===== config.mk =====
export PLATFORM = sky130hd
export DESIGN_NAME = writeback_stage
export DESIGN_NICKNAME = d
export VERILOG_FILES = /design/src/rtl/writeback_stage_pkg.sv /design/src/rtl/writeback_stage_load_extend.sv /design/src/rtl/writeback_stage.sv
export SDC_FILE = /design/constraint.sdc
export NUM_CORES = 1
export LEC_CHECK = 0
export BUFFER_PORTS_ARGS = -buffer_cell sky130_fd_sc_hd__buf_2
export CORE_MARGIN = 2
export CORE_UTILIZATION = 26
export CTS_CLUSTER_DIAMETER = 100
export DETAILED_ROUTE_END_ITERATION = 10
export MAX_ROUTING_LAYER = met4
export REMOVE_ABC_BUFFERS = 1
export SYNTH_ARGS = -nofsm -noshare
export SYNTH_HDL_FRONTEND = slang
export SYNTH_SLANG_ARGS = --single-unit

===== constraint.sdc =====
create_clock -name clock -period 1.89 [get_ports clock]
set_clock_uncertainty 0.1 [all_clocks]
set_input_delay 0.189 -clock clock [delete_from_list [all_inputs] [get_ports clock]]
set_output_delay 0.189 -clock clock [all_outputs]
set_load 0.01 [all_outputs]

===== src/rtl/writeback_stage_pkg.sv =====
// -----------------------------------------------------------------------------
// writeback_stage_pkg
//   Shared RV32 writeback definitions: datapath width, result-source select
//   codes, load funct3 encodings, the FSM state type and the commit record that
//   travels from the result mux to the register-file write port.
//   Used by writeback_stage and load_extend.
// -----------------------------------------------------------------------------
package writeback_stage_pkg;

   localparam int XLEN = 32;

   // Result source select (in_wb_sel); code 3 is reserved and behaves as ALU.
   localparam logic [1:0] WB_SEL_ALU  = 2'd0;
   localparam logic [1:0] WB_SEL_LOAD = 2'd1;
   localparam logic [1:0] WB_SEL_PC4  = 2'd2;

   // Load size/sign encodings (funct3).
   localparam logic [2:0] F3_LB  = 3'b000;
   localparam logic [2:0] F3_LH  = 3'b001;
   localparam logic [2:0] F3_LW  = 3'b010;
   localparam logic [2:0] F3_LBU = 3'b100;
   localparam logic [2:0] F3_LHU = 3'b101;

   typedef enum logic {
      WB_IDLE      = 1'b0,
      WB_WAIT_LOAD = 1'b1
   } wb_state_t;

   // One register-file write candidate.
   typedef struct packed {
      logic [4:0]      rd;
      logic            regwrite;
      logic [XLEN-1:0] data;
   } wb_commit_t;

endpackage


===== src/rtl/writeback_stage_load_extend.sv =====
// -----------------------------------------------------------------------------
// load_extend
//   Combinational load-data alignment: selects the byte/halfword lane addressed
//   by the low address bits of a raw aligned word and sign- or zero-extends it.
//   Ports:
//     funct3  in  3     load type (LB/LH/LW/LBU/LHU; other codes act as LW)
//     offset  in  2     byte offset within the word (bit 0 ignored for halfwords)
//     raw     in  XLEN  aligned word returned by data memory
//     result  out XLEN  extended load value
// -----------------------------------------------------------------------------
module load_extend
   import writeback_stage_pkg::*;
(
   input  logic [2:0]      funct3,
   input  logic [1:0]      offset,
   input  logic [XLEN-1:0] raw,
   output logic [XLEN-1:0] result
);

   logic signed [7:0]  byte_lane;
   logic signed [15:0] half_lane;

   always_comb begin
      byte_lane = '0;
      case (offset)
         2'd0:    byte_lane = raw[7:0];
         2'd1:    byte_lane = raw[15:8];
         2'd2:    byte_lane = raw[23:16];
         default: byte_lane = raw[31:24];
      endcase
      half_lane = offset[1] ? raw[31:16] : raw[15:0];
   end

   always_comb begin
      result = raw;
      case (funct3)
         F3_LB:   result = XLEN'(byte_lane);                     // signed cast sign-extends
         F3_LBU:  result = {{(XLEN-8){1'b0}}, byte_lane};
         F3_LH:   result = XLEN'(half_lane);
         F3_LHU:  result = {{(XLEN-16){1'b0}}, half_lane};
         default: result = raw;                                  // LW and unused codes
      endcase
   end

endmodule


===== src/rtl/writeback_stage.sv =====
// -----------------------------------------------------------------------------
// writeback_stage
//   Final RV32 pipeline stage. Accepts retiring instructions from the memory
//   stage, waits for data-memory load responses, aligns/extends load data,
//   selects the result source and drives the register-file write port with a
//   one-cycle RegWrite pulse per write.
//
//   Optional feature: define WB_RETIRE_CNT_EN to build the retired-instruction
//   counter on instret; otherwise instret is tied to zero.
//
//   Ports:
//     clock, reset      rising-edge clock, asynchronous active-low reset
//     in_valid/in_ready handshake with the memory stage
//     in_rd, in_regwrite, in_wb_sel, in_funct3, in_alu_result, in_pc_plus4
//                       instruction fields (alu_result[1:0] = load offset)
//     dmem_rvalid/dmem_rdata  in-order load response
//     flush             kill the load held in this stage
//     Write_register, Write_data, RegWrite   register-file write port
//     retired           one-cycle pulse per committed instruction
//     instret           retired count (WB_RETIRE_CNT_EN only)
// -----------------------------------------------------------------------------
module writeback_stage
   import writeback_stage_pkg::*;
#(
   parameter int CNT_W = 64
)
(
   input  logic             clock,
   input  logic             reset,
   input  logic             in_valid,
   output logic             in_ready,
   input  logic [4:0]       in_rd,
   input  logic             in_regwrite,
   input  logic [1:0]       in_wb_sel,
   input  logic [2:0]       in_funct3,
   input  logic [XLEN-1:0]  in_alu_result,
   input  logic [XLEN-1:0]  in_pc_plus4,
   input  logic             dmem_rvalid,
   input  logic [XLEN-1:0]  dmem_rdata,
   input  logic             flush,
   output logic [4:0]       Write_register,
   output logic [XLEN-1:0]  Write_data,
   output logic             RegWrite,
   output logic             retired,
   output logic [CNT_W-1:0] instret
);

   wb_state_t state, state_nxt;
   logic      drop_pending, drop_pending_nxt;

   logic      is_load;
   logic      accept;
   logic      load_done;

   // Latched fields of the outstanding load.
   logic [4:0] ld_rd_p0;
   logic       ld_regwrite_p0;
   logic [2:0] ld_funct3_p0;
   logic [1:0] ld_off_p0;

   logic [XLEN-1:0] load_data;
   wb_commit_t      new_entry, load_entry, commit_entry;
   logic            new_vld, commit_vld;

   // A non-load accepted in the same cycle a load completes cannot share the
   // load's commit edge, so it waits one cycle here. Later back-to-back ops
   // keep flowing through this slot, preserving order at one commit per edge.
   wb_commit_t pend_p0;
   logic       pend_vld_p0;

   assign is_load = (in_wb_sel == WB_SEL_LOAD);

   // ---- FSM: state register ----
   always_ff @(posedge clock or negedge reset) begin
      if (!reset) begin
         state        <= WB_IDLE;
         drop_pending <= 1'b0;
      end else begin
         state        <= state_nxt;
         drop_pending <= drop_pending_nxt;
      end
   end

   // ---- FSM: next state ----
   always_comb begin
      state_nxt        = state;
      drop_pending_nxt = drop_pending;
      case (state)
         WB_IDLE: begin
            // The response of a flushed load is swallowed here.
            if (drop_pending && dmem_rvalid)
               drop_pending_nxt = 1'b0;
            if (accept && is_load)
               state_nxt = WB_WAIT_LOAD;
         end
         WB_WAIT_LOAD: begin
            if (flush) begin
               state_nxt        = WB_IDLE;
               drop_pending_nxt = !dmem_rvalid;
            end else if (dmem_rvalid) begin
               state_nxt = (accept && is_load) ? WB_WAIT_LOAD : WB_IDLE;
            end
         end
         default: state_nxt = WB_IDLE;
      endcase
   end

   // ---- FSM: outputs ----
   always_comb begin
      in_ready  = !drop_pending &&
                  ((state == WB_IDLE) || ((state == WB_WAIT_LOAD) && dmem_rvalid));
      accept    = in_valid && in_ready && !flush;
      load_done = (state == WB_WAIT_LOAD) && dmem_rvalid && !flush;
   end

   always_ff @(posedge clock) begin
      if (accept && is_load) begin
         ld_rd_p0       <= in_rd;
         ld_regwrite_p0 <= in_regwrite;
         ld_funct3_p0   <= in_funct3;
         ld_off_p0      <= in_alu_result[1:0];
      end
   end

   load_extend u_load_extend (
      .funct3 (ld_funct3_p0),
      .offset (ld_off_p0),
      .raw    (dmem_rdata),
      .result (load_data)
   );

   always_comb begin
      new_vld            = accept && !is_load;
      new_entry.rd       = in_rd;
      new_entry.regwrite = in_regwrite;
      new_entry.data     = (in_wb_sel == WB_SEL_PC4) ? in_pc_plus4 : in_alu_result;

      load_entry.rd       = ld_rd_p0;
      load_entry.regwrite = ld_regwrite_p0;
      load_entry.data     = load_data;

      // Oldest first: held op, then completing load, then newly accepted op.
      commit_vld   = pend_vld_p0 || load_done || new_vld;
      commit_entry = pend_vld_p0 ? pend_p0 : (load_done ? load_entry : new_entry);
   end

   // ---- stage boundary: holding slot ----
   always_ff @(posedge clock or negedge reset) begin
      if (!reset)
         pend_vld_p0 <= 1'b0;
      else
         pend_vld_p0 <= (pend_vld_p0 || load_done) && new_vld;
   end

   always_ff @(posedge clock) begin
      pend_p0 <= new_entry;
   end

   // ---- stage boundary: register-file write port ----
   always_ff @(posedge clock or negedge reset) begin
      if (!reset) begin
         Write_register <= '0;
         Write_data     <= '0;
         RegWrite       <= 1'b0;
         retired        <= 1'b0;
      end else begin
         retired  <= commit_vld;
         // x0 is hard-wired; the write is still reported as retired.
         RegWrite <= commit_vld && commit_entry.regwrite && (commit_entry.rd != 5'd0);
         if (commit_vld) begin
            Write_register <= commit_entry.rd;
            Write_data     <= commit_entry.data;
         end
      end
   end

`ifdef WB_RETIRE_CNT_EN
   logic [CNT_W-1:0] instret_cnt;

   // Counts alongside the retired pulse, so instret includes the current one.
   always_ff @(posedge clock or negedge reset) begin
      if (!reset)
         instret_cnt <= '0;
      else if (commit_vld)
         instret_cnt <= instret_cnt + CNT_W'(1);
   end

   assign instret = instret_cnt;
`else
   assign instret = '0;
`endif

endmodule

# Word level (Yosys, flattened, before mapping)
# Cells that the tools add are included.
# totals
out_inout_bits	104
input_bits	112
reg_bits	91
mem_bits_rw	0
word_cells	59
mem_count	0
rom_bits	0
latchBits	0
# op_classes
div_mod_pow	0
n_bitwise	1
magnitude_cmp	0
multipliers	0
mux	13
eq_ne	9
n_addsub	0
shifts	0
n_reduce_logical	22
# ops
op	count
case mux 32 bit (4 select lines)	1
2-to-1 mux 38 bit	2
2-to-1 mux 32 bit	1
case mux 8 bit (3 select lines)	1
2-to-1 mux 16 bit	1
logical AND 1 bit	11
== test 3 bit, second input constant	2
2-to-1 mux 1 bit	5
nonzero test 5 bit	1
== test 2 x 1 -> 1 bit, second input constant	2
== test 2 bit, second input constant	2
zero test 1 bit	4
!= test 2 bit, second input constant	2
case mux 1 bit (2 select lines)	2
== test 3 x 1 -> 1 bit, second input constant	1
zero test 3 bit	1
logical OR 1 bit	3
zero test 2 bit	1
AND reduction 2 bit	1
inverter 1 bit	1

# Logic depth before layout (Yosys ltp)
# depth
word_depth	10
ltp_mapped	8
ltp_nobuf	6

# Modules after synthesis
# Synthesis repeated with hierarchy kept, for this count alone.
# unflattened
hier_cells	590
area_unflattened_um2	5429.0
# modules_own_cells
module	area_per_inst_um2	instances	seq_area_each_um2	cells_each
writeback_stage	4459.3	1	2142.1	457
load_extend	969.7	1	0.0	133

# Worst setup path after synthesis
# Ideal clock, no wire load.
# synth_timing
kind	reg-to-reg
from	register state
to	register ld_funct3_p0[0], enable pin
t_arrival_ns	1.413
required_time_ns	1.410
setup_time_ns	0.380
n_path_buf	0
path_stages_with_launch	5
slack_ns	-0.002
period_less_slack_ns	1.892
cell_sequence	dfrtp_1 > nor2b_2 > nor2_1 > nand2_1 > nor2_1
# synth_via
elab_chain_cells	6
elab_cells_between_ends	7
classes_between	bitwise: 1; reduce/logical: 6
# synth_rtl
element	line_no	source
start, declared	writeback_stage.sv:48	wb_state_t state, state_nxt;
start signal, assigned	writeback_stage.sv:79	state <= state_nxt;
logical AND 1 bit / inverter 1 bit (equally long branches)	-	
logical OR 1 bit (*)	writeback_stage.sv:111	((state == WB_IDLE) || ((state == WB_WAIT_LOAD) && dmem_rvalid));
logical AND 1 bit (*)	writeback_stage.sv:110	in_ready = !drop_pending &&
via in_ready	writeback_stage.sv:31	output logic in_ready,
logical AND 1 bit (*) (2 in series)	writeback_stage.sv:112	accept = in_valid && in_ready && !flush;
logical AND 1 bit (*)	writeback_stage.sv:117	if (accept && is_load) begin
end signal, assigned	writeback_stage.sv:120	ld_funct3_p0 <= in_funct3;
end, declared	writeback_stage.sv:58	logic [2:0] ld_funct3_p0;
# The timed path passes the listed nets; every way through them passes the cells marked *.
# A chain may end at the register's enable or synchronous reset.

# Final worst setup path
# layout_timing
from	register ld_off_p0[1]
to	register Write_data[13]
# layout_via
elab_chain_cells	5
elab_cells_between_ends	8
classes_between	eq/ne: 2; mux: 5; reduce/logical: 1
# layout_rtl
element	line_no	source
start, declared	writeback_stage.sv:59	logic [1:0] ld_off_p0;
start signal, assigned	writeback_stage.sv:121	ld_off_p0 <= in_alu_result[1:0];
== test 2 bit, or another cell as far along	writeback_stage_load_extend.sv:25	case (offset)
case mux 8 bit (3 select lines)	writeback_stage_load_extend.sv:25	
case mux 32 bit (4 select lines) (*)	writeback_stage_load_extend.sv:36	case (funct3)
2-to-1 mux 38 bit (*) (2 in series)	writeback_stage.sv:144	commit_entry = pend_vld_p0 ? pend_p0 : (load_done ? load_entry : new_entry);
end signal, assigned	writeback_stage.sv:172	Write_data <= commit_entry.data;
end, declared	writeback_stage.sv:42	output logic [XLEN-1:0] Write_data,
# Mark *: on every way between the ends. The rest lies on a longest branch, timed or not.

==> run summary <==
run status -> finished, violations left
failing checks -> negative hold slack
worst setup path start -> ld_off_p0[1]
Initial Util -> 0.264
Die W -> 142 µm
Die Area -> 20,100 µm²
Crit path max-delay family -> flip-flops
P_leak -> 3.29 nW
Sw Share -> 0.291
Critical Path Stages -> 6
CTS tree -> done
initial antenna violation count -> 1
syn avg cell area -> 9.31 µm²
total CTS buffers -> 9
Die H -> 142 µm
Unique masters post-synth -> 50
vias in the first global route -> 4,236
CP Cell Sequence -> mux2i_2 > nor4_4 > buf_4 > nor3_4 > a221o_1 > a21oi_2
total wire length -> 15.3 mm
Clock Latency Late Sink -> 340 ps
reg2reg start -> ld_off_p0[1]
Finished Cell Area -> 6910 µm²
Num Clock Sinks -> 91
Internal -> 3.85 mW
Placer Congestion -> 0.852
crit end category -> flop
Synth-to-Final Area Change -> 39.7%
PD cells -> 786 nW/µm²
worst r2r dst -> Write_data[13]
DR WL/cell -> 15.4 µm
drt initial violations -> 243
RSZ-0062 raised after global routing -> true
element type at the critical path start -> flop
CP arrival -> 2030 ps
Residual DRC -> 0
global-route wire length before repair -> 23.3 mm
H-tree depth -> 3
Clk network pwr share -> 0.332
Yosys reg bits -> 91
Yosys warning count -> 0
Final Cycle Share -> 0.981
share of cells above drive strength 1 -> 0.339
via count -> 4,413
nets -> 865
Post-Syn Area -> 4940 µm²
Ports -> 216
WP buf/inv -> 1
Slew HR -> 0.642
Least-Margin Pin Slew -> 537 ps
CP peak stage delay -> 500 ps
Setup-failing EPs final -> 0
Gate power share -> 0.231
post-DR vias/cell -> 4.44
Initial DRT Pass Iterations -> 4
CP Capture Point -> Write_data[13]
max-cap viol count -> 0
setup TNS -> 0 ps
cells on worst reg2reg path -> 6
input/output buffers -> 151
grt ovf -> 0
Final Hold Vio Count -> 1
Worst Hold Class -> in -> reg
ANT nets after route -> 0
row cnt -> 50
largest net degree at the start of global routing -> 30
Slowest cell on crit path -> edfxtp_1
P_sw -> 1.58 mW
min setup slack post-route -> 36.8 ps
Reg2Reg Setup Slack -> 40 ps
kind of critical path -> reg -> reg
clock-pin slew on the worst setup and hold paths -> 70 ps
max frequency -> 540 MHz
fin crit period -> 1850 ps
final hold slack -> -1.09 ps
maximum clock path buffer count -> 2
sequential power share -> 0.437
Critical Path RT -> 2060 ps
core area -> 18,700 µm²
Seq/Total Area, Yosys -> 0.433
Synth Instances -> 531
clock root cell -> clkbuf_16
Post-DP Area -> 5850 µm²
hpwl dp -> 11.5 mm
Max VDD drop -> 0.401 mV
CP max FO -> 7
dpl ws -> 48.0 ps
GRT Total Usage -> 0.156
Slew Limit Fails -> 0
## state kept, by name (all words and copies together) (netlist names)
register        count
ld_off_p0           2
ld_regwrite_p0      1
ld_funct3_p0        3
RegWrite            1
retired             1
Write_register      5
ld_rd_p0            5
Write_data         32
pend_p0            38
state               1
drop_pending        1
pend_vld_p0         1
## worst register-to-register path, delay by kind of cell, from the launching register on
kind	cells	cell delay [ps]
muxes	1	220
buffers and inverters	1	180
and+or+nand+nor	2	350
AOI/OAI and AO/OA	2	440
DFF	1	500
## timing repair
| item | CTS | global route |
|---|---|---|
| setup endpoints to repair | 0 | 37 |
| setup buffers | 0 | 4 |
| resized for setup | 0 | 28 |
| hold buffers | 58 | 1 |
| endpoints found under the hold margin | 60 | 1 |
## cell type report
class / count / area (µm²)
multi-input combinational: 374 / 2390
sequential: 91 / 2140
clock inverter: 6 / 66.3
antenna: 1 / 2.50
clock buffer: 10 / 229
inverter: 34 / 130
timing repair buffer: 243 / 1650
fill: 1918 / 11800
tap: 234 / 293
## cell families after synthesis
| kind of cell | count (synthesis) | synth area share |
|---|---|---|
| buffers and inverters | 129 | 0.159 |
| muxes | 36 | 0.0795 |
| other | 1 | 0.000758 |
| DFF | 91 | 0.433 |
| and+or+nand+nor | 134 | 0.128 |
| AOI/OAI and AO/OA | 140 | 0.199 |
## placed cells by master (no fill, tap or decap), types with 3 or more instances in the layout
| master | synthesis | routed |
|---|---|---|
| a21o_1 | 17 | 17 |
| a21oi_1 | 58 | 54 |
| a21oi_2 | 1 | 5 |
| a221o_1 | 7 | 7 |
| a221oi_2 | 10 | 10 |
| a221oi_4 | 0 | 5 |
| a31oi_1 | 7 | 7 |
| buf_12 | 0 | 4 |
| buf_2 | 9 | 151 |
| buf_4 | 70 | 27 |
| clkbuf_16 | 0 | 9 |
| conb_1 | 1 | 64 |
| dfrtp_1 | 42 | 41 |
| dfxtp_1 | 38 | 38 |
| dlygate4sd3_1 | 0 | 59 |
| edfxtp_1 | 11 | 11 |
| inv_1 | 33 | 33 |
| mux2_1 | 5 | 5 |
| mux2_2 | 21 | 21 |
| mux2i_1 | 10 | 8 |
| nand2_1 | 63 | 63 |
| nand2b_1 | 3 | 3 |
| nor2_1 | 36 | 36 |
| nor3_1 | 8 | 7 |
| o21ai_0 | 17 | 16 |
| o2bb2ai_1 | 6 | 6 |
| or3_1 | 6 | 6 |
## per-stage QoR
stage | std cells | util | power (mW)
after floorplan | 499 | - | 2.95
after global placement | 913 | 0.313 | 3.51
after detailed placement | 913 | 0.313 | 3.52
after CTS | 987 | 0.359 | 5.45
after global routing | 993 | 0.369 | 5.71
final | 993 | 0.369 | 5.43
## worst min-delay path by stage
stage,endpoint,slack (ps),from,depth (start not counted)
finish,pend_p0[14],-1,in_alu_result[14],3
global route,pend_p0[27],8,in_alu_result[27],2
CTS,pend_p0[13],0.1,in_pc_plus4[13],3
detailed placement,Write_data[14],100,reset,1
global placement,Write_data[27],120,reset,1
floorplan,RegWrite,-210,reset,0
## power by group through the flow
stage	registers [mW]	clock network, mW	logic [mW]
2_1_floorplan	2.49	0	0.459
3_3_place_gp	2.41	0	1.10
3_5_place_dp	2.41	0	1.11
4_1_cts	2.37	1.85	1.22
5_1_grt	2.40	1.93	1.38
6_report	2.37	1.80	1.25
## cells in the mapped netlist (all sizes together)
cell | instances | area, µm²
nor3 | 9 | 50.1
o41ai | 1 | 16.3
edfxtp | 11 | 330
a22oi | 1 | 7.51
o311ai | 1 | 8.76
a221o | 7 | 70.1
a31oi | 7 | 43.8
o31ai | 2 | 15.0
mux2i | 10 | 100
conb | 1 | 3.75
nand3b | 2 | 15.0
inv | 34 | 128
a21o | 17 | 128
dfxtp | 38 | 761
o21ai | 17 | 85.1
and3b | 1 | 8.76
o2bb2ai | 6 | 52.6
and4bb | 2 | 25.0
and2 | 1 | 6.26
and3 | 1 | 6.26
nor2b | 4 | 30.0
buf | 84 | 619
o21a | 1 | 7.51
clkbuf | 11 | 41.3
dfrtp | 42 | 1050
a21oi | 60 | 315
nand3 | 2 | 10.0
a221oi | 17 | 211
o22ai | 1 | 6.26
nor4 | 1 | 21.3
or3 | 6 | 37.5
nand2 | 65 | 249
a2bb2oi | 1 | 8.76
mux2 | 26 | 293
a2111oi | 1 | 8.76
nand2b | 3 | 18.8
nor2 | 37 | 155
## per-layer routing
metal | share of wire | global-route usage | up-vias
met5 | 0 | - | -
met4 | 0.019 | 0.0500 | 0
met3 | 0.055 | 0.0364 | 19
met2 | 0.47 | 0.240 | 158
met1 | 0.46 | 0.204 | 2089
li1 | - | - | 2147
(Power assumes the default switching activity.)
